<file path="src/rtl/ptw_arbiter.sv">
// ptw_arbiter: shares one page-table walker port between the instruction-side
// and data-side TLBs. Round-robin grant, one walk outstanding at a time, the
// response is routed back only to the owning TLB, and a watchdog forces an
// error response when the walker goes silent.
module ptw_arbiter #(
  parameter int VPN_W   = 20,
  parameter int PPN_W   = 32,
  parameter int TIMEOUT = 255
) (
  input  logic             clk,
  input  logic             reset,

  input  logic             io_imem_req_valid,
  output logic             io_imem_req_ready,
  input  logic [VPN_W-1:0] io_imem_req_bits_vpn,
  output logic             io_imem_resp_valid,
  output logic             io_imem_resp_bits_error,
  output logic [PPN_W-1:0] io_imem_resp_bits_ppn,

  input  logic             io_dmem_req_valid,
  output logic             io_dmem_req_ready,
  input  logic [VPN_W-1:0] io_dmem_req_bits_vpn,
  output logic             io_dmem_resp_valid,
  output logic             io_dmem_resp_bits_error,
  output logic [PPN_W-1:0] io_dmem_resp_bits_ppn,

  output logic             io_ptw_req_valid,
  input  logic             io_ptw_req_ready,
  output logic [VPN_W-1:0] io_ptw_req_bits_vpn,
  input  logic             io_ptw_resp_valid,
  input  logic             io_ptw_resp_bits_error,
  input  logic [PPN_W-1:0] io_ptw_resp_bits_ppn,

  output logic             io_busy
);

  // A watchdog of 0 still needs a 1-bit timer so the declaration stays legal.
  localparam int TMR_W = (TIMEOUT > 0) ? $clog2(TIMEOUT + 1) : 1;
  localparam logic [TMR_W-1:0] TMR_LAST = TMR_W'((TIMEOUT > 0) ? TIMEOUT - 1 : 0);
  localparam bit TMR_ON = (TIMEOUT != 0);

  localparam logic [1:0] S_IDLE = 2'd0;
  localparam logic [1:0] S_REQ  = 2'd1;
  localparam logic [1:0] S_WAIT = 2'd2;
  localparam logic [1:0] S_RESP = 2'd3;

  localparam logic OWN_IMEM = 1'b0;
  localparam logic OWN_DMEM = 1'b1;

  logic [1:0]       state;
  logic [TMR_W-1:0] timer;
  logic             last;
  logic             owner;
  logic [VPN_W-1:0] vpn_q;
  logic [PPN_W-1:0] ppn_q;
  logic             err_q;

  logic             grant_imem;
  logic             grant_dmem;
  logic             timeout_hit;

  // Round-robin grant in IDLE: a lone requester wins, a tie goes to whoever was not served last.
  always_comb begin
    grant_imem = 1'b0;
    grant_dmem = 1'b0;
    if ((state == S_IDLE) && !reset) begin
      if (io_imem_req_valid && io_dmem_req_valid) begin
        grant_imem = (last == OWN_DMEM);
        grant_dmem = (last == OWN_IMEM);
      end else begin
        grant_imem = io_imem_req_valid;
        grant_dmem = io_dmem_req_valid;
      end
    end
  end

  assign timeout_hit = TMR_ON && (timer == TMR_LAST);

  // Walk sequencing; a real walker response takes priority over an expiring watchdog.
  always_ff @(posedge clk) begin
    if (reset) begin
      state <= S_IDLE;
      timer <= '0;
      last  <= OWN_DMEM;
      owner <= OWN_IMEM;
      vpn_q <= '0;
      ppn_q <= '0;
      err_q <= 1'b0;
    end else begin
      case (state)
        S_IDLE: begin
          if (grant_imem || grant_dmem) begin
            owner <= grant_dmem ? OWN_DMEM : OWN_IMEM;
            vpn_q <= grant_dmem ? io_dmem_req_bits_vpn : io_imem_req_bits_vpn;
            state <= S_REQ;
          end
        end
        S_REQ: begin
          if (io_ptw_req_ready) begin
            timer <= '0;
            state <= S_WAIT;
          end
        end
        S_WAIT: begin
          timer <= timer + 1'b1;
          if (io_ptw_resp_valid) begin
            err_q <= io_ptw_resp_bits_error;
            ppn_q <= io_ptw_resp_bits_ppn;
            state <= S_RESP;
          end else if (timeout_hit) begin
            err_q <= 1'b1;
            ppn_q <= '0;
            state <= S_RESP;
          end
        end
        S_RESP: begin
          last  <= owner;
          state <= S_IDLE;
        end
        default: state <= S_IDLE;
      endcase
    end
  end

  assign io_imem_req_ready       = grant_imem;
  assign io_dmem_req_ready       = grant_dmem;

  assign io_ptw_req_valid        = (state == S_REQ);
  assign io_ptw_req_bits_vpn     = vpn_q;

  assign io_imem_resp_valid      = (state == S_RESP) && (owner == OWN_IMEM);
  assign io_dmem_resp_valid      = (state == S_RESP) && (owner == OWN_DMEM);
  assign io_imem_resp_bits_error = err_q;
  assign io_dmem_resp_bits_error = err_q;
  assign io_imem_resp_bits_ppn   = ppn_q;
  assign io_dmem_resp_bits_ppn   = ppn_q;

  assign io_busy                 = (state != S_IDLE);

endmodule

</file>
<file path="config.mk">
export PLATFORM = sky130hd
export DESIGN_NAME = ptw_arbiter
export DESIGN_NICKNAME = d
export VERILOG_FILES = /design/src/rtl/ptw_arbiter.sv
export SDC_FILE = /design/constraint.sdc
export NUM_CORES = 1
export LEC_CHECK = 0
export ABC_AREA = 1
export CORE_ASPECT_RATIO = 1.1
export CORE_UTILIZATION = 39
export DETAILED_ROUTE_END_ITERATION = 8
export PLACE_DENSITY_LB_ADDON = 0.15
export SLEW_MARGIN = 20
export SYNTH_ARGS = -nofsm -noshare
export SYNTH_HDL_FRONTEND = slang
export SYNTH_SLANG_ARGS = --single-unit
</file>
<file path="constraint.sdc">
create_clock -name clk -period 1.6 [get_ports clk]
set_input_delay 0.32 -clock clk [delete_from_list [all_inputs] [get_ports clk]]
set_output_delay 0.32 -clock clk [all_outputs]
set_load 0.05 [all_outputs]
</file>
# [Yosys cells after proc, flatten, opt, wreduce, memory -nomap -nowiden]
# Cells that the tools add are included.
[totals] wordCells=48 inputBits=79 ff_bits=65 out_inout_bits=92
[classes] n_eq_ne=7 n_reduce_logical=14 addsub=1 n_mux=17 n_bitwise=2
[ops] cell="$mux W32" count=2
[ops] cell="$mux W20" count=1
[ops] cell="$pmux W8 S2" count=1
[ops] cell="$add A8 B1 Y8 const B" count=1
[ops] cell="$eq A8 B8 Y1 const B" count=1
[ops] cell="$mux W2" count=4
[ops] cell="$mux W8" count=1
[ops] cell="$pmux W2 S4" count=1
[ops] cell="$mux W1" count=7
[ops] cell="$reduce_and A2 Y1" count=3
[ops] cell="$reduce_bool A2 Y1" count=3
[ops] cell="$eq A2 B2 Y1 const B" count=2
[ops] cell="$logic_and A1 B1 Y1" count=4
[ops] cell="$ne A2 B1 Y1 const B" count=2
[ops] cell="$ne A3 B3 Y1 const B" count=1
[ops] cell="$reduce_and A3 Y1" count=1
[ops] cell="$eq A2 B1 Y1 const B" count=1
[ops] cell="$logic_not A2 Y1" count=1
[ops] cell="$not A1 Y1" count=2
[ops] cell="$logic_not A1 Y1" count=1
[ops] cell="$logic_or A1 B1 Y1" count=1

# [Depth between registers and ports, before layout]
[logic_depth] depth_word=6 ltp_mapped=10 depth_no_buf=10

# [Worst setup path before layout]
# Ideal clock, no wire load.
[synth_path] path_kind="register to register" from="reg state[1]" to="reg timer[7]" path_buffers=0 setup_time_ns=0.115 period_less_slack_ns=1.818 slack_ns=-0.218 stages_incl_launch_ff=10 required_ns=1.485 arrival_time_ns=1.703 cell_sequence="dfxtp_1 inv_1 ha_1 nand2_1 o21ai_4 nand3_1 nor2_1 nand3_1 nand2_1 nor2_1"
[synth_between] elab_chain_cells=3 elab_cells_between_ends=6 classes_between="eq/ne (3); mux (1); reduce/logical (2)"
[synth_rtl] item="start: declaration" line_no="50" source="logic [1:0] state;"
[synth_rtl] item="start signal: assignment" line_no="82" source="state <= S_IDLE;"
[synth_rtl] item="start signal: assignment" line_no="95" source="state <= S_REQ;"
[synth_rtl] item="start signal: assignment" line_no="101" source="state <= S_WAIT;"
[synth_rtl] item="$eq A2 B1 Y1 *"
[synth_rtl] item="via io_ptw_req_valid" line_no="27" source="output logic io_ptw_req_valid,"
[synth_rtl] item="$ne A2 B1 Y1 (no source line) or $reduce_bool A2 Y1 (tied branches)"
[synth_rtl] item="$reduce_and A2 Y1 (no source line)"
[synth_rtl] item="end signal: assignment" line_no="105" source="timer <= timer + 1'b1;"
[synth_rtl] item="end: declaration" line_no="51" source="logic [TMR_W-1:0] timer;"
# The timed path passes the listed nets; every way through them passes the cells marked *.
# A chain may end at the register's enable or synchronous reset.

# [Final worst setup path]
[layout_path] from="in io_imem_req_valid" to="out io_imem_req_ready"
[layout_between] elab_chain_cells=3
[layout_rtl] item="start: declaration" line_no="13" source="input logic io_imem_req_valid,"
[layout_rtl] item="$logic_and A1 B1 Y1" line_no="67" source="if (io_imem_req_valid && io_dmem_req_valid) begin"
[layout_rtl] item="$mux W1 *" line_no="67"
[layout_rtl] item="$mux W1 *" line_no="66" source="if ((state == S_IDLE) && !reset) begin"
[layout_rtl] item="end: declaration" line_no="14" source="output logic io_imem_req_ready,"
# Every way passes the cells marked *; elsewhere a longest branch is shown, timed or not.

==> results.toml <==
[power]
p_leak_uw = 0.00236
max-vdd-ir-drop_mv = 0.791
finalPower_uw = 6720
powerDensity_mw_per_mm2 = 1320

[layout]
diodes = 0
layout.nets = 684
layout_commonest_cell = "nand2_1"
layout-drive-gt1-share = 0.286
design_area_mm2 = 0.00509
syn_to_final_growth_pct = 66.3
fill_cells = 660
most-common-layout-cells = "nand2_1 (147), buf_4 (111), clkdlybuf4s50_1 (78)"

[run_status]
violations = "negative setup slack"
status = "finished, violations left"

[logic_synthesis]
synth_edf_count = 0
synthArstFlopShare = 0
yosysSeqAreaShare = 0.425
syn_nets = 518
yosys_warnings = 0
synth.distinct_cells = 24
postSynthAreaPerCell_um2 = 7.09
synth-seq-cells = 65
synth_cells = 432
syn_area_mm2 = 0.00306
ys.flop_type = "dfxtp_1"

[routing]
via_count = 3209
wire_per_inst_um = 12.3
routed_via_density = 4.55
ant_nets = 0
wirelength_mm = 8.66
drt_iter0_markers = 72
first_pass_iters = 4
post-route-drc-count = 0

[clock_network]
clkSinkCount = 65
clkSlewWorstSetupHoldPaths_ns = 0.07
htreeDepth = 3
cts_inserted_buffers = 9
cts_tree = "yes"
clockBufferDepth = 2
clock_latency_ns = 0.33
root_buffer = "clkbuf_8"

[hold_path]
hp-start = "timer[0]$_SDFFE_PP0P_"
hold_path.class = "reg -> reg"
hold_depth = 1
hold_path_end = "timer[0]$_SDFFE_PP0P_"

[critical_path]
worstSetupPathType = "in -> out"
reg2reg_slack_ns = 0.08
r2r_start = "state[1]$_SDFFE_PP0P_"
cp.required_ns = 1.28
r2r_cells = 10
crit_fanout = 2
cp-end-kind = "output pin"
r2r-end = "timer[7]$_SDFFE_PP0P_"
cp.arrival_ns = 1.35
critPathLaunchType = "primary input"

[floorplanning]
fp.coreArea_mm2 = 0.00751
num_rows = 33
start_util = 0.408
die_y_um = 94.9
boundaryPins = 171
die_area_mm2 = 0.00821
die_x_um = 86.5

[global_route]
grt_max_degree = 35
grtUsageTotal = 0.203
grt_pass1_wl_mm = 13.1
grt_antenna_before_repair = 0
grt_pass1_vias = 2874
overflow = 0

[placement]
dp.final_hpwl_mm = 6.18
placed_area_mm2 = 0.00465
gp_congestion = 0.799
dpl_worst_slack_ns = -0.107
io_buffer_count = 170

[sta]
max_freq_mhz = 599
rsz0062_at_grt = "true"
skew_ns = 0.00861
worstMarginPinSlew_ns = 0.366
hold_slack_ns = 0.464
hold_violations = 0
maxSlewHeadroom = 0.756
post-route-period-util = 1.04
period_needed_ns = 1.67
setup_viol = 4
finalMaxSlewViolations = 0
worst_slack_ns = -0.0684

[run]
drv_cap = 0
## registers in the layout (all words and copies together) (netlist names)
name                     count
last                         1
state                        2
owner                        1
io_dmem_resp_bits_ppn       32
timer                        8
io_ptw_req_bits_vpn         20
io_dmem_resp_bits_error      1
## stage by stage
step / cells / utilization / TNS [ns]
detailed placement: 679 / 0.619 / -1.82
floorplan: 432 / - / 0
global placement: 679 / 0.619 / -1.44
finish: 706 / 0.678 / -0.213
global route: 706 / 0.678 / -0.477
CTS: 700 / 0.658 / -0.137
## synthesized netlist by cell type (2+ instances only)
cell type | instances | share of area
nor2_1 | 15 | 0.018
nand3_2 | 2 | 0.0065
a21oi_1 | 38 | 0.062
inv_1 | 40 | 0.049
ha_1 | 7 | 0.029
a21oi_2 | 2 | 0.0057
clkbuf_1 | 8 | 0.0098
o21ai_0 | 3 | 0.0049
buf_2 | 6 | 0.0098
buf_4 | 38 | 0.093
dfxtp_1 | 65 | 0.42
nand3_1 | 48 | 0.078
nand2_1 | 149 | 0.18
## area by class of cell
| type | instances | area, um2 | area share |
|---|---|---|---|
| Timing Repair Buffer | 208 | 1950 | 0.382 |
| Multi-Input combinational cell | 272 | 1360 | 0.267 |
| Sequential cell | 65 | 1310 | 0.256 |
| Inverter | 42 | 165 | 0.0324 |
| Clock buffer | 11 | 141 | 0.0278 |
| Tap cell | 105 | 131 | 0.0258 |
| Clock inverter | 3 | 42.5 | 0.00835 |
## logic make-up (layout without fill, tap and decap cells)
logic type               Yosys count  count (layout)  synth area share
AO/OA/AOI/OAI                     47              47            0.0858
flip-flops                        65              65             0.425
XOR/XNOR                           1               1           0.00286
AND/OR/NAND/NOR                  217             217             0.292
buffers and inverters             95             264             0.166
adder cells (fa/ha/maj)            7               7            0.0286
## worst max-delay path by stage
stage | slack (ns) | from | cells past startpoint | end
floorplan | 0.002 | state[0]$_SDFFE_PP0P_ | 3 | io_imem_resp_valid
global placement | -0.1 | reset | 6 | io_dmem_req_ready
detailed placement | -0.11 | reset | 6 | io_dmem_req_ready
CTS | -0.07 | state[1]$_SDFFE_PP0P_ | 6 | io_dmem_req_ready
global route | -0.13 | state[0]$_SDFFE_PP0P_ | 6 | io_dmem_req_ready
finish | -0.07 | io_imem_req_valid | 5 | io_imem_req_ready
## power breakdown
part | switching, uW | internal [uW] | leakage (uW)
Sequential | 158 | 1830 | 0.000529
Combinational | 2020 | 1390 | 0.00174
Clock | 582 | 743 | 0.0000913
Total | 2760 | 3970 | 0.00236
## per-layer routing
| metal | vias up | part of all wire | global-route usage |
|---|---|---|---|
| met3 | 7 | 0.075 | 0.0516 |
| met4 | 0 | 0.0079 | 0.0736 |
| li1 | 1647 | - | - |
| met1 | 1440 | 0.41 | 0.230 |
| met2 | 115 | 0.51 | 0.366 |
| met5 | - | 0 | 0 |
## critical path: stages
cell,delay (ns)
clkdlybuf4s50_1,0.56
nand3_4,0.10
a21oi_2,0.12
buf_6,0.12
buf_12,0.12
## repair_timing
| action | in CTS | in global routing |
|---|---|---|
| endpoints found under the setup margin | 24 | 40 |
| hold buffers | 0 | 0 |
| cloned | 0 | 1 |
| pin swaps | 4 | 6 |
| setup buffers | 7 | 5 |
| gates resized for setup | 15 | 25 |
No activity file was read; power rests on OpenSTA's default activity.
